--- src/rtl/ma_stage_pkg.sv ---
// Shared pipeline definitions: bus widths, load-op codes, MA bus layout and load FSM states.
package ma_stage_pkg;

    localparam int unsigned EX_MA_W = 74;
    localparam int unsigned MA_WB_W = 70;
    localparam int unsigned MA_ID_W = 39;

    typedef enum logic [2:0] {
        LD_W  = 3'b000,
        LD_B  = 3'b001,
        LD_BU = 3'b010,
        LD_H  = 3'b011,
        LD_HU = 3'b100
    } ld_op_e;

    typedef struct packed {
        logic        res_from_mem;
        logic [2:0]  ld_op;
        logic        gr_we;
        logic [4:0]  dest;
        logic [31:0] alu_result;
        logic [31:0] pc;
    } ex_ma_t;

    typedef enum logic [1:0] {
        S_IDLE = 2'd0,
        S_WAIT = 2'd1,
        S_HOLD = 2'd2
    } ld_state_e;

endpackage

--- src/rtl/ma_stage_load_align.sv ---
// Load data lane selection and sign/zero extension.
module load_align
    import ma_stage_pkg::*;
(
    input  logic [2:0]  ld_op,
    input  logic [1:0]  addr,
    input  logic [31:0] rdata,
    output logic [31:0] result
);

    logic [7:0]  byte_sel;
    logic [15:0] half_sel;

    // Pick the addressed byte/half lane and extend it according to the load op
    always_comb begin
        unique case (addr)
            2'd0:    byte_sel = rdata[7:0];
            2'd1:    byte_sel = rdata[15:8];
            2'd2:    byte_sel = rdata[23:16];
            default: byte_sel = rdata[31:24];
        endcase
        half_sel = addr[1] ? rdata[31:16] : rdata[15:0];
        case (ld_op)
            LD_B:    result = {{24{byte_sel[7]}}, byte_sel};
            LD_BU:   result = {24'h0, byte_sel};
            LD_H:    result = {{16{half_sel[15]}}, half_sel};
            LD_HU:   result = {16'h0, half_sel};
            default: result = rdata;
        endcase
    end

endmodule

--- src/rtl/ma_stage.sv ---
// Memory-access pipeline stage: holds one instruction, waits for load data, forwards to WB.
module ma_stage
    import ma_stage_pkg::*;
(
    input  logic                 clk,
    input  logic                 rst_n,
    input  logic                 ex_validout,
    output logic                 ma_allowin,
    input  logic [EX_MA_W-1:0]   ex_to_ma_bus,
    input  logic                 wb_allowin,
    output logic                 ma_validout,
    output logic [MA_WB_W-1:0]   ma_to_wb_bus,
    output logic [MA_ID_W-1:0]   ma_to_id_bus,
    input  logic                 data_sram_data_ok,
    input  logic [31:0]          data_sram_rdata
);

    ex_ma_t    ex_bus;
    ex_ma_t    bus_q;
    logic      valid_q;
    ld_state_e state_q, state_d;
    logic [31:0] buf_q;

    logic        readygo;
    logic        capture;
    logic        load_accept;
    logic [31:0] raw_data;
    logic [31:0] load_data;
    logic [31:0] final_result;
    logic        load_pending;

    assign ex_bus      = ex_ma_t'(ex_to_ma_bus);
    assign ma_allowin  = ~valid_q | (readygo & wb_allowin);
    assign ma_validout = valid_q & readygo;
    assign capture     = ex_validout & ma_allowin;
    assign load_accept = capture & ex_bus.res_from_mem;

    // State register and pipeline registers
    always_ff @(posedge clk or negedge rst_n) begin
        if (!rst_n) begin
            state_q <= S_IDLE;
            valid_q <= 1'b0;
            bus_q   <= '0;
            buf_q   <= '0;
        end else begin
            state_q <= state_d;
            if (ma_allowin) begin
                valid_q <= ex_validout;
            end
            if (capture) begin
                bus_q <= ex_bus;
            end
            if (state_q == S_WAIT && valid_q && data_sram_data_ok && !wb_allowin) begin
                buf_q <= data_sram_rdata;
            end
        end
    end

    // Load FSM next-state; data_ok is only honoured while a valid load is waiting
    always_comb begin
        state_d = state_q;
        case (state_q)
            S_IDLE: begin
                if (load_accept) state_d = S_WAIT;
            end
            S_WAIT: begin
                if (valid_q && data_sram_data_ok) begin
                    if (wb_allowin) state_d = load_accept ? S_WAIT : S_IDLE;
                    else            state_d = S_HOLD;
                end
            end
            S_HOLD: begin
                if (wb_allowin) state_d = load_accept ? S_WAIT : S_IDLE;
            end
            default: state_d = S_IDLE;
        endcase
    end

    // Ready-to-go and load data source selection from FSM state
    always_comb begin
        readygo  = 1'b1;
        raw_data = data_sram_rdata;
        if (bus_q.res_from_mem) begin
            case (state_q)
                S_WAIT:  readygo = data_sram_data_ok;
                S_HOLD:  begin
                    readygo  = 1'b1;
                    raw_data = buf_q;
                end
                default: readygo = 1'b0;
            endcase
        end
    end

    load_align u_load_align (
        .ld_op  (bus_q.ld_op),
        .addr   (bus_q.alu_result[1:0]),
        .rdata  (raw_data),
        .result (load_data)
    );

    assign final_result = bus_q.res_from_mem ? load_data : bus_q.alu_result;
    assign load_pending = valid_q & bus_q.res_from_mem & ~readygo;

    assign ma_to_wb_bus = {bus_q.gr_we, bus_q.dest, final_result, bus_q.pc};
    assign ma_to_id_bus = {bus_q.gr_we & valid_q, bus_q.dest & {5{valid_q}},
                           final_result, load_pending};

endmodule

--- config.mk ---
export PLATFORM = sky130hd
export DESIGN_NAME = ma_stage
export DESIGN_NICKNAME = d
export VERILOG_FILES = /design/src/rtl/ma_stage_pkg.sv /design/src/rtl/ma_stage_load_align.sv /design/src/rtl/ma_stage.sv
export SDC_FILE = /design/constraint.sdc
export NUM_CORES = 1
export LEC_CHECK = 0
export BUFFER_PORTS_ARGS = -buffer_cell sky130_fd_sc_hd__buf_2
export CAP_MARGIN = 30
export CORE_AREA = 2 2 184 132
export CTS_CLUSTER_DIAMETER = 150
export CTS_CLUSTER_SIZE = 14
export DETAILED_ROUTE_END_ITERATION = 12
export DIE_AREA = 0 0 186 134
export GPL_TIMING_DRIVEN = 0
export PLACE_DENSITY = 0.62
export SLEW_MARGIN = 20
export SYNTH_ARGS = -nofsm -noshare
export SYNTH_HDL_FRONTEND = slang
export SYNTH_HIERARCHICAL = 1
export SYNTH_SLANG_ARGS = --single-unit
--- constraint.sdc ---
create_clock -name clk -period 4.35 [get_ports clk]
set_input_delay 0 -clock clk [delete_from_list [all_inputs] [get_ports clk]]
set_output_delay 0 -clock clk [all_outputs]
set_load 0.01 [all_outputs]
# ---- After elaboration in Yosys (flattened, before gate mapping)
# Index checks and enable logic that the tools add are counted.
dict set report totals {
  ff_bits 109
  in_bits 111
  output_inout_bits 111
  word_cells 52
}
dict set report classes {
  n_eq_ne 11
  mux 13
  bitwise 11
  reduce_logical 8
}
# cell count
set op_table {}
lappend op_table {{$pmux 32 s4} 1}
lappend op_table {{$mux 32} 2}
lappend op_table {{$pmux 8 s3} 1}
lappend op_table {{$mux 16} 1}
lappend op_table {{$mux 2} 4}
lappend op_table {{$and 1x1->1} 7}
lappend op_table {{$eq 3x2->1 const B} 2}
lappend op_table {{$pmux 2 s3} 1}
lappend op_table {{$and 5x5->5} 1}
lappend op_table {{$eq 2x1->1 const B} 2}
lappend op_table {{$eq 2x2->1 const B} 2}
lappend op_table {{$logic_and 1x1->1} 4}
lappend op_table {{$logic_not 2->1} 2}
lappend op_table {{$ne 2x2->1 const B} 2}
lappend op_table {{$eq 3x1->1 const B} 1}
lappend op_table {{$eq 3x3->1 const B} 1}
lappend op_table {{$reduce_and 3->1} 1}
lappend op_table {{$mux 1} 2}
lappend op_table {{$ne 2x1->1 const B} 1}
lappend op_table {{$not 1->1} 2}
lappend op_table {{$pmux 1 s2} 1}
lappend op_table {{$logic_not 1->1} 1}
lappend op_table {{$or 1x1->1} 1}

# ---- Longest topological paths before layout
dict set report logic_depth {
  depth_word 11
  ltp_mapped 13
  depth_no_buf 9
}

# ---- Hierarchy
# Netlist, hierarchy kept.
# mod instances cells_each area_per_inst_um2 seq_area_each_um2
set modules_own_cells {}
lappend modules_own_cells {ma_stage 1 412 5596.6 2727.6}
lappend modules_own_cells {load_align 1 182 1276.2 0.0}

# ---- Worst setup path before layout
# OpenSTA, ideal clock, no wires.
dict set report synth_path {
  kind {reg-to-output}
  start {register state_q[0]}
  end {output port ma_to_wb_bus[39]}
  arrival_time_ns 2.747
  t_required_ns 4.350
  slack_ns 1.603
  path_stages_with_launch 12
  path_buffers 3
  path_cell_list {dfrtp_1 > inv_1 > ha_1 > nand2_1 > buf_2 > mux2_2 > mux4_2 > buf_6 > a22o_1 > a21o_1 > mux2_2 > buf_4}
}
dict set report synth_via {
  elab_chain_cells 5
  elab_cells_between_ends 6
  classes_between {eq/ne (1); mux (5)}
}
# item line
set synth_rtl {}
lappend synth_rtl {{from (decl)} ma_stage.sv:21} ;# ld_state_e state_q, state_d;
lappend synth_rtl {{from (signal assigned)} ma_stage.sv:46} ;# state_q <= state_d;
lappend synth_rtl {{$eq 2x2->1 *} ma_stage.sv:84} ;# case (state_q)
lappend synth_rtl {{$mux 32 *} ma_stage.sv:84}
lappend synth_rtl {{net raw_data[23]} ma_stage.sv:27} ;# logic [31:0] raw_data;
lappend synth_rtl {{$pmux 8 s3 or $mux 16 (tied branches)} {ma_stage_load_align.sv:16, ma_stage_load_align.sv:22}}
lappend synth_rtl {{$pmux 32 s4 *} ma_stage_load_align.sv:23} ;# case (ld_op)
lappend synth_rtl {{net load_data[7]} ma_stage.sv:28} ;# logic [31:0] load_data;
lappend synth_rtl {{$mux 32 *} ma_stage.sv:102} ;# assign final_result = bus_q.res_from_mem ? load_data : bus_q.alu_result;
lappend synth_rtl {{to (decl)} ma_stage.sv:12} ;# output logic [MA_WB_W-1:0] ma_to_wb_bus,
# The timed path passes the listed nets; every way through them passes the cells marked *.

# ---- Worst setup path after layout
dict set report layout_path {
  start {register state_q[0]}
  end {output port ma_to_wb_bus[47]}
}
dict set report layout_via {
  elab_chain_cells 5
  elab_cells_between_ends 6
  classes_between {eq/ne (1); mux (5)}
}
# item line
set layout_rtl {}
lappend layout_rtl {{$eq 2x2->1} ma_stage.sv:84}
lappend layout_rtl {{$mux 32} ma_stage.sv:84}
lappend layout_rtl {{net raw_data[23]} ma_stage.sv:27}
lappend layout_rtl {{$pmux 8 s3} ma_stage_load_align.sv:16} ;# unique case (addr)
lappend layout_rtl {{$pmux 32 s4} ma_stage_load_align.sv:23}
lappend layout_rtl {{net load_data[15]} ma_stage.sv:28}
lappend layout_rtl {{$mux 32} ma_stage.sv:102}
# The timed path passes the listed nets, and every way through them passes these cells.

==> impl_summary.md <==
Timing
The number of setup violations in the final report is 0. The final sum of negative setup slack is 0 ns. Setup repair after global routing left no endpoint under its margin.

For the finished layout, the period the worst path requires is 3.76 ns. Between clock sinks in the finished design, the worst skew comes to 0.0101 ns. The count of endpoints failing hold in the final timing report is 0.

The total count of max-transition violations in the final report came to 0. The final worst hold slack is 0.0334 ns. The transition time of the tightest slew-check pin is 0.813 ns. Static timing analysis puts the maximum clock frequency at 266 MHz. Dividing the final minimum period by the clock period gives 86.5%. The headroom to the max-slew limit is 45.8%.

Clock tree
Clock tree synthesis inserted a total of 9 buffers. In this run the post-CTS setup repair buffer count came out at 0. At the later pin of the worst-skew pair, clock insertion delay measures 0.36 ns. The count of cells resized by post-cts repair is 0.

The number of clock sinks seen by CTS is 109. Hold repair after CTS inserted 109 buffers. The H-tree generated during clock tree synthesis spans 3 levels. The TritonCTS clock tree is yes. The clock root buffer is sky130_fd_sc_hd__clkbuf_16. The clock passes through at most 2 buffers.

Clock-pin slew was measured on the worst setup and hold paths at 0.07 ns.

Power
Net switching is 38.7% of the power. The fraction of power consumed by sequential logic is 23.7%. The cell internal power dissipation is 4.62 mW. The peak ir drop on the vdd network is 0.000464 V.

The cell area power density is 764 nW/um^2. For this design the static power due to leakage is 4.57 nW. The combinational cell fraction of total power is 63.4%. The switching component of the power is 2.91 mW. The relative contribution of the clock network to total power is 12.9%.

Synth
The number of unique standard cell types used by synthesis is 58. For this run, the number of Yosys warnings is 6. The number of cells produced by synthesis is 594. The post-synth net total is 710. The area of the mapped netlist is 6870 um^2. The synthesized design contains 0 enable-type register cells.

The most frequently used flop master after synthesis is sky130_fd_sc_hd__dfrtp_1. By area the synthesized netlist is led by sky130_fd_sc_hd__dfrtp_1 40%, sky130_fd_sc_hd__mux2_2 21%, sky130_fd_sc_hd__buf_4 8.1%. Sequential cells were found to cover 39.7% of the synthesized design area.

The top-area cell type share of the netlist area is 39.7%. The most frequent cell after synthesis is sky130_fd_sc_hd__mux2_2. The number of synthesized register bits is 109.

The biggest area contributor in the post-synthesis netlist is sky130_fd_sc_hd__dfrtp_1. After synthesis, the share of flip-flops with an asynchronous set or reset is 100%. In this run the mean area of a mapped cell was 11.6 um^2. After synthesis, the most frequently instantiated cells are 131 x sky130_fd_sc_hd__mux2_2, 109 x sky130_fd_sc_hd__dfrtp_1, 74 x sky130_fd_sc_hd__buf_4.

Critical path
At the worst endpoint, the arrival time is 3.76 ns. The number of cells on the worst reg-to-reg path is 7. At the worst endpoint, the required time is 4.35 ns. The worst register-to-register path ends at ma_to_wb_bus[1]. The highest-delay cell along the critical path is sky130_fd_sc_hd__mux4_2.

The kind of launch point of the worst setup path is a flip-flop. The nature of the critical path endpoint is an output pin. Setup slack on the worst reg-to-reg path comes out at 2.18 ns. The startpoint of the lowest-slack register-to-register path is state_q[1].

For this run, the slowest stage of the critical path takes 0.48 ns. In this run the worst path has a maximum fanout of 10. The critical path class is flip-flop to output pin.

Walking the worst path, the cells encountered are inv_1 > ha_1 > nand2_1 > buf_2 > mux2_2 > mux4_2 > buf_6 > o21bai_4 > o221ai_1 > mux2_2 > buf_4 > buf_2.

Finish
From synthesis to final layout, the design area changed by 43.3%. Cells with a size suffix above 1 make up 51.6% of the layout. The number of filler cells placed in the layout is 2208. The number of nets in the layout is 1052.

Global routing
The total congestion overflow after global routing is 0. For this run, the total global-route usage over all layers was measured as 16.8%. The number of antenna violations at the first check in global routing is 2.

The first-pass GRT wire length is 31.6 mm. Entering global routing, the biggest net connects 63 pins. The via count of the first global-routing pass is 5694.

Route
The routed layout has 5861 vias. The total DRC errors in the routed layout is 0. The detail-routed via count per cell is 4.65.

The overall routed net length is 20.7 mm. The length of the first detailed-routing pass in iterations is 5. In the final routed layout, each cell accounts on average for 16.4 um. The number of design-rule violations left by the first detailed-router iteration is 321. The post-route antenna net violation count is 0.

Worst hold path
The number of stages on the worst hold path is 4. The path class of the tightest hold or removal check is input pin to flip-flop. The worst hold path terminates at state_q[1].

The worst min-delay path startpoint is wb_allowin.

Floorplan
The floorplan die area is 24900 um^2. The die extent in x is 186 um. 222 I/O pins were placed. The y dimension of the die is 134 um. Once the floorplan was initialized, standard cells occupied 29.6% of the core. The core region area is 23200 um^2. The cell row count is 47.

Place
Routability-driven placement finished with a final weighted congestion of 0.874. The HPWL after detailed placement is 15.4 mm. The count of port buffers added during placement is 221.

Run
The number of max-cap violations is 0.

Status
The run finished with clean final reports.
==> cell families (layout without fill, tap and decap cells) <==
group / after synthesis / count (layout) / synth area share (%)
simple gates: 62 / 62 / 5.32
fa+ha+maj: 5 / 5 / 0.910
mux: 180 / 180 / 31.0
compound gates: 112 / 112 / 10.8
flops: 109 / 109 / 39.7
buf+inv: 126 / 473 / 12.3
other cells: 0 / 1 / 0
==> stage by stage <==
step | power (mW) | cell area, um^2 | setup slack, ns | util [%] | std cells
finish | 7.53 | 9850 | 0.587 | 42.4 | 1260
global route | 8.08 | 9850 | 0.412 | 42.4 | 1260
CTS | 7.60 | 9850 | 0.547 | 42.4 | 1259
detailed placement | 6.51 | 8410 | 0.967 | 36.2 | 1134
global placement | 6.42 | 8380 | 0.988 | 36.1 | 1133
floorplan | 5.01 | 6870 | 1.60 | - | 594
==> power by group through the flow <==
stage	combinational (mW)	sequential (mW)	clock [mW]
floorplan	3.29	1.72	0
global placement	4.64	1.78	0
detailed placement	4.70	1.81	0
CTS	4.80	1.79	1.01
global route	5.18	1.86	1.04
finish	4.77	1.79	0.972
==> state kept, by name (all words and copies together) (netlist names) <==
| register | cells |
|---|---|
| ma_to_wb_bus | 38 |
| buf_q | 32 |
| bus_q | 36 |
| valid_q | 1 |
| state_q | 2 |
==> worst max-delay path, delay by kind of cell (launching register included) <==
family | cells | cell delay, ns
AOI/OAI and AO/OA | 2 | 0.49
muxes | 3 | 1.25
and+or+nand+nor | 1 | 0.16
buffers and inverters | 5 | 0.81
adders and majority gates | 1 | 0.26
DFF | 1 | 0.42
==> cells in the final DEF (no fill, tap or decap), drive strengths merged, types with 2 or more instances in the layout <==
cell type / instances
mux2: 170
nand4: 2
a22oi: 17
nor2b: 11
ha: 5
dlygate4sd3: 109
buf: 322
and3b: 2
o21ai: 38
nand2: 20
mux2i: 3
nor4bb: 2
and2: 8
mux4: 7
a22o: 7
clkbuf: 20
a21oi: 19
nor2: 3
o21bai: 2
bufinv: 3
a21o: 7
o221ai: 9
nand2b: 3
clkinv: 2
dfrtp: 109
inv: 16
==> layout make-up <==
| class | instances | area, um^2 | share of cell area, % |
|---|---|---|---|
| clock inverter | 7 | 123 | 1.24 |
| tap | 318 | 398 | 4.04 |
| inverter | 15 | 56.3 | 0.572 |
| buffer | 111 | 790 | 8.01 |
| multi-input combinational | 359 | 3300 | 33.5 |
| sequential | 109 | 2730 | 27.7 |
| clock buffer | 9 | 225 | 2.29 |
| antenna | 1 | 2.50 | 0.0254 |
| timing repair buffer | 331 | 2230 | 22.6 |
==> worst max path at each step <==
stage / startpoint / to / cells past startpoint
after detailed placement: state_q[0] / ma_to_wb_bus[47] / 12
after global placement: state_q[0] / ma_to_wb_bus[47] / 12
after floorplan: state_q[0] / ma_to_wb_bus[39] / 11
after CTS: state_q[0] / ma_to_wb_bus[47] / 12
final: state_q[0] / ma_to_wb_bus[47] / 12
after global routing: state_q[0] / ma_to_wb_bus[47] / 12
==> metal layers <==
metal  track usage, %  share of wire, %
met1             23.6                48
met2             26.2                45
met3             4.37               6.9
met4             3.06              0.85
met5                0                 0
Power figures use the tool's default switching activity.
